--- src/rtl/bbox_test_sequencer.sv ---
// Bounding-box test sequencer: issues box reads, tracks the closest hit, then holds the result for handshake.
// Optional feature: define BBOX_SEQ_HIT_STATS_EN to count hits per job on result_hit_cnt.
//
// state | meaning
// IDLE  | waiting for a job, start_ready high
// ISSUE | one box address per unstalled cycle
// DRAIN | waiting for in-flight intersect results
// DONE  | result_valid high until result_ready
//
// An empty job passes through DRAIN for one cycle, so its result appears two cycles after accept.
module bbox_test_sequencer #(
    parameter int IDX_W = 8,
    parameter int LAT   = 6
) (
    input  logic                clk,
    input  logic                rst_n,
    input  logic                stall_in,
    input  logic                start_valid,
    output logic                start_ready,
    input  logic [IDX_W-1:0]    box_count,
    output logic [IDX_W-1:0]    box_rd_addr,
    output logic                box_rd_en,
    output logic                isect_stall,
    input  logic                isect_hit,
    input  logic signed [48:0]  isect_dist,
    output logic                result_valid,
    input  logic                result_ready,
    output logic                result_hit,
    output logic [IDX_W-1:0]    result_idx,
    output logic [48:0]         result_dist,
    output logic [IDX_W:0]      result_hit_cnt
);

    typedef enum logic [1:0] {IDLE, ISSUE, DRAIN, DONE} state_t;

    state_t                     state_q, state_d;
    logic [IDX_W-1:0]           count_q, count_d;
    logic [IDX_W-1:0]           issue_q, issue_d;
    logic [LAT-1:0]             sr_vld_q, sr_vld_d;
    logic [LAT-1:0][IDX_W-1:0]  sr_idx_q, sr_idx_d;
    logic                       best_vld_q, best_vld_d;
    logic [IDX_W-1:0]           best_idx_q, best_idx_d;
    logic [48:0]                best_dist_q, best_dist_d;

    logic                       consume;
    logic                       take;
    logic                       pending;
    logic                       accept;
    logic [48:0]                hit_dist;

    assign isect_stall = stall_in;
    assign box_rd_addr = issue_q;
    assign accept      = (state_q == IDLE) && start_valid;
    assign consume     = !stall_in && sr_vld_q[LAT-1];
    // Origin inside the box reports as distance zero.
    assign hit_dist    = isect_dist[48] ? '0 : isect_dist;
    assign take        = consume && isect_hit && (!best_vld_q || (hit_dist < best_dist_q));

    always_comb begin
        pending = 1'b0;
        for (int i = 0; i < LAT - 1; i++) begin
            pending = pending | sr_vld_q[i];
        end
    end

    always_comb begin
        state_d      = state_q;
        count_d      = count_q;
        issue_d      = issue_q;
        best_vld_d   = best_vld_q;
        best_idx_d   = best_idx_q;
        best_dist_d  = best_dist_q;
        start_ready  = 1'b0;
        box_rd_en    = 1'b0;
        result_valid = 1'b0;

        if (take) begin
            best_vld_d  = 1'b1;
            best_idx_d  = sr_idx_q[LAT-1];
            best_dist_d = hit_dist;
        end

        case (state_q)
            IDLE: begin
                start_ready = 1'b1;
                if (start_valid) begin
                    count_d     = box_count;
                    issue_d     = '0;
                    best_vld_d  = 1'b0;
                    best_idx_d  = '0;
                    best_dist_d = '0;
                    state_d     = (box_count != '0) ? ISSUE : DRAIN;
                end
            end
            ISSUE: begin
                if (!stall_in) begin
                    box_rd_en = 1'b1;
                    if (issue_q == count_q - IDX_W'(1)) begin
                        state_d = DRAIN;
                    end else begin
                        issue_d = issue_q + IDX_W'(1);
                    end
                end
            end
            DRAIN: begin
                // Only the output stage may still hold a result, and it is consumed this cycle.
                if (!stall_in && !pending) begin
                    state_d = DONE;
                end
            end
            DONE: begin
                result_valid = 1'b1;
                if (result_ready) begin
                    state_d = IDLE;
                end
            end
            default: state_d = IDLE;
        endcase

        sr_vld_d = sr_vld_q;
        sr_idx_d = sr_idx_q;
        if (!stall_in) begin
            sr_vld_d[0] = box_rd_en;
            sr_idx_d[0] = issue_q;
            for (int i = 1; i < LAT; i++) begin
                sr_vld_d[i] = sr_vld_q[i-1];
                sr_idx_d[i] = sr_idx_q[i-1];
            end
        end
    end

    always_ff @(posedge clk or negedge rst_n) begin
        if (!rst_n) begin
            state_q     <= IDLE;
            count_q     <= '0;
            issue_q     <= '0;
            sr_vld_q    <= '0;
            sr_idx_q    <= '0;
            best_vld_q  <= 1'b0;
            best_idx_q  <= '0;
            best_dist_q <= '0;
        end else begin
            state_q     <= state_d;
            count_q     <= count_d;
            issue_q     <= issue_d;
            sr_vld_q    <= sr_vld_d;
            sr_idx_q    <= sr_idx_d;
            best_vld_q  <= best_vld_d;
            best_idx_q  <= best_idx_d;
            best_dist_q <= best_dist_d;
        end
    end

    // Best registers are zero whenever no hit has been recorded.
    assign result_hit  = best_vld_q;
    assign result_idx  = best_idx_q;
    assign result_dist = best_dist_q;

`ifdef BBOX_SEQ_HIT_STATS_EN
    logic [IDX_W:0] hit_cnt_q, hit_cnt_d;

    always_comb begin
        hit_cnt_d = hit_cnt_q;
        if (accept) begin
            hit_cnt_d = '0;
        end else if (consume && isect_hit) begin
            hit_cnt_d = hit_cnt_q + (IDX_W+1)'(1);
        end
    end

    always_ff @(posedge clk or negedge rst_n) begin
        if (!rst_n) begin
            hit_cnt_q <= '0;
        end else begin
            hit_cnt_q <= hit_cnt_d;
        end
    end

    assign result_hit_cnt = hit_cnt_q;
`else
    logic unused_accept;
    assign unused_accept  = accept;
    assign result_hit_cnt = '0;
`endif

endmodule

--- config.mk ---
export PLATFORM = sky130hd
export DESIGN_NAME = bbox_test_sequencer
export DESIGN_NICKNAME = d
export VERILOG_FILES = /design/src/rtl/bbox_test_sequencer.sv
export SDC_FILE = /design/constraint.sdc
export NUM_CORES = 1
export LEC_CHECK = 0
export CAP_MARGIN = 25
export CORE_ASPECT_RATIO = 1.2
export CORE_MARGIN = 2
export CORE_UTILIZATION = 54
export CTS_BUF_LIST = sky130_fd_sc_hd__clkbuf_8
export DETAILED_ROUTE_END_ITERATION = 12
export PLACE_DENSITY = 0.83
export SKIP_LAST_GASP = 1
export SLEW_MARGIN = 20
export SYNTH_ARGS = -nofsm -noshare
export SYNTH_HDL_FRONTEND = slang
export SYNTH_SLANG_ARGS = --single-unit
--- constraint.sdc ---
create_clock -name clk -period 3.3 [get_ports clk]
set_clock_uncertainty 0.05 [all_clocks]
set_input_delay 0.66 -clock clk [delete_from_list [all_inputs] [get_ports clk]]
set_output_delay 0.66 -clock clk [all_outputs]
set_load 0.02 [all_outputs]
==> metrics.txt <==
crit-path max FO 10; RSZ-0062 raised after global routing no; Final Hold Violating Endpoints 0; R2R Path End state_q[1]; 1st-pass router iterations 4; Die H 131 um; antenna-violating nets left 0; total power 6730 uW; post-synthesis mux area share 9.43%; Setup crit end kind flop; WL final 17700 um; Clock power frac 20.2%; clock sink total 130; DP Wirelength 12300 um; Overflow after GRT 0; CTS H-tree depth 4; sw power 2700 uW; Initial Utilization 54.9%; Avg Cell Area, Syn 9.59 um^2; Worst Reg2Reg Path Length in Cells 9; CTS tree yes; largest family of logic cells by synthesized area simple AND/OR/NAND/NOR gates; Nets 1004; P_leak 0.00416 uW; FMAX 319 MHz; max-slew violations 0; final instance area 9300 um^2; vias in the first global route 5886; compound-cell area share of the yosys netlist 13.2%; Sw Ratio 40.1%; period utilization 94.9%; Setup CP Type in2reg; DRC viols 0; GP Congestion 0.823; Post-Synth XOR/XNOR Area 1.09%; TNS Setup 0 ns; total core area 13200 um^2; sequential area share after synthesis 45.0%; via count 6015; Power Dens Cells 724 nW/um^2; ANT cells 0; worst path required time 3.55 ns; I/O pin cnt 142; post-synth cell types 47; layout cells sized above 1 14.8%; VDD IR max 605 uV; max cap viols 0; actual slew at the worst max-slew pin 0.743 ns; slew margin rel. 50.4%; number of synthesized flops with an enable pin 0; Simple-Gate Fraction of Synth Area 15.5%; clk_lat worst skew 0.45 ns; register bit count reported by yosys 130; cell count after synthesis 754; run status completed; Cell Area, Synth 7230 um^2; crit start category primary input; Worst-path clk slew 0.09 ns; Longest Clk Path Bufs 2; fin crit period 3.13 ns; top_reg_cell synth dfrtp_1; footprint of the multi-input gates 3570 um^2; reg2reg start count_q[0]; Wirelength per Cell 16.6 um; filler cell count 999; Iter 0 DRT Violations 371; Die Wd 110 um; setup repair bufs after CTS 0; final setup fails 0; internal power 4030 uW; Synth Warn # 0; Async S/R FF share, synth 100%; post-synthesis adder-cell area fraction 9.17%; DIE AREA 14300 um^2; Gate power share 45.0%; vias per inst 5.63; Clock Root Buffer clkbuf_8; sequential cell area 3250 um^2; power share of the sequential group 34.8%; Arr. time, crit path 3.38 ns; first-pass GRT wire length 28700 um; hold crit path type in2async; initial antenna violation count 0; largest net degree at the start of global routing 69; FF-to-FF setup slack 0.51 ns; global-route total usage across every layer 25.7%; Num CTS Buffers 17; Port Buffer Count 132; area delta synth->final 28.5%; placed cell area 8890 um^2; num rows 46
-- power by group through the flow --
| stage | Clock (uW) | Sequential [uW] | Combinational, uW |
|---|---|---|---|
| floorplan | 0 | 2550 | 1600 |
| global placement | 0 | 2350 | 2920 |
| detailed placement | 0 | 2370 | 3000 |
| CTS | 1390 | 2340 | 3020 |
| global route | 1450 | 2400 | 3330 |
| finish | 1360 | 2340 | 3030 |
-- sequential cells by signal (all words and copies together), names as in the netlist --
signal / count
result_hit: 1
state_q: 2
box_rd_addr: 8
result_dist: 49
sr_idx_q: 48
sr_vld_q: 6
result_idx: 8
count_q: 8
-- repair_timing --
item / 4_1_cts / 5_1_grt
hold buffers: 0 / 0
resized for setup: 0 / 1
setup endpoints to repair: 0 / 1
-- area by class of cell --
cell class / count / share of cell area, %
clock buffer: 18 / 2.66
multi-input combinational: 515 / 38.4
clock inverter: 14 / 1.67
tap: 168 / 2.26
inverter: 58 / 2.34
sequential: 130 / 35.0
timing repair buffer: 166 / 17.6
-- metal layers --
| layer | global-route usage (%) | share of wire (%) | up-vias |
|---|---|---|---|
| li1 | - | - | 2888 |
| met1 | 32.1 | 41 | 2919 |
| met2 | 44.0 | 51 | 177 |
| met3 | 6.00 | 6.2 | 31 |
| met4 | 8.86 | 1.7 | 0 |
| met5 | 0 | 0 | - |
-- worst max-delay path: stages --
cell and delay [ns]:
clkdlybuf4s50_1 0.44, nor2b_1 0.22, ha_1 0.29, a21oi_1 0.15
o21ai_0 0.10, a221oi_1 0.34, o2bb2ai_1 0.13, or3_1 0.48
buf_4 0.22, o21ai_0 0.24, a21oi_1 0.11
-- cells in the mapped netlist, types with 2 or more instances --
library cell / count / share of area [%]
a221oi_1: 3 / 0.36
dfrtp_1: 130 / 45
nor3_1: 5 / 0.35
nand4b_1: 2 / 0.24
clkbuf_1: 41 / 2.1
nand2_1: 43 / 2.2
a21o_1: 4 / 0.42
o2bb2ai_1: 2 / 0.24
nor2b_1: 50 / 4.3
o2111ai_1: 2 / 0.24
mux2_2: 53 / 8.3
mux2i_1: 7 / 0.97
a41oi_1: 2 / 0.24
o31ai_1: 3 / 0.31
nor2_1: 12 / 0.62
o21ai_0: 72 / 5.0
buf_4: 10 / 1.0
xor2_1: 4 / 0.48
and3_1: 3 / 0.26
xnor2_1: 5 / 0.61
buf_1: 8 / 0.42
nor4_1: 6 / 0.52
nand4_1: 12 / 1.0
nand3_1: 62 / 4.3
inv_1: 58 / 3.0
ha_1: 53 / 9.2
nand2b_1: 7 / 0.61
a21oi_1: 76 / 5.3
-- worst max path at each step --
stage	cells after the start	to	slack, ns	startpoint
after floorplan	13	result_idx[0]	0.006	isect_dist[48]
after global placement	11	result_idx[4]	-0.14	isect_dist[38]
after detailed placement	11	result_idx[5]	-0.21	isect_dist[44]
after CTS	11	result_idx[5]	0.23	isect_dist[38]
after global routing	11	result_idx[5]	0.04	isect_dist[44]
final	11	result_dist[38]	0.17	isect_dist[38]
-- kinds of logic (layout without fill, tap and decap cells) --
family / after synthesis / count (layout)
multiplexers: 61 / 61
XOR/XNOR: 9 / 9
AND/OR/NAND/NOR: 210 / 210
adder cells (fa/ha/maj): 53 / 53
buffers and inverters: 117 / 256
flip-flops: 130 / 130
AO/OA/AOI/OAI: 173 / 173
other: 1 / 9
-- cell usage in the layout (no fill, tap or decap), drive strengths merged, types with 3 or more instances in the layout --
master,Yosys,final
a21o,4,4
a21oi,76,76
a221oi,3,3
and3,3,3
buf,18,37
clkbuf,41,18
clkdlybuf4s50,0,129
clkinv,0,7
conb,1,9
dfrtp,130,130
ha,53,53
inv,58,61
mux2,54,54
mux2i,7,7
nand2,43,43
nand2b,7,7
nand3,62,62
nand4,12,12
nor2,12,12
nor2b,50,50
nor3,5,5
nor4,7,7
o21ai,72,72
o31ai,3,3
xnor2,5,5
xor2,4,4
-- metrics by stage --
| stage | util, % | hold WS, ns | setup WS, ns | instances |
|---|---|---|---|---|
| floorplan | - | 0.314 | 0.00624 | 762 |
| global placement | 67.4 | 0.431 | -0.141 | 1037 |
| detailed placement | 67.4 | 0.437 | -0.209 | 1037 |
| CTS | 70.5 | 0.203 | 0.226 | 1069 |
| global route | 70.5 | 0.230 | 0.0384 | 1069 |
| finish | 70.5 | 0.196 | 0.170 | 1069 |
(Power assumes the default switching activity.)
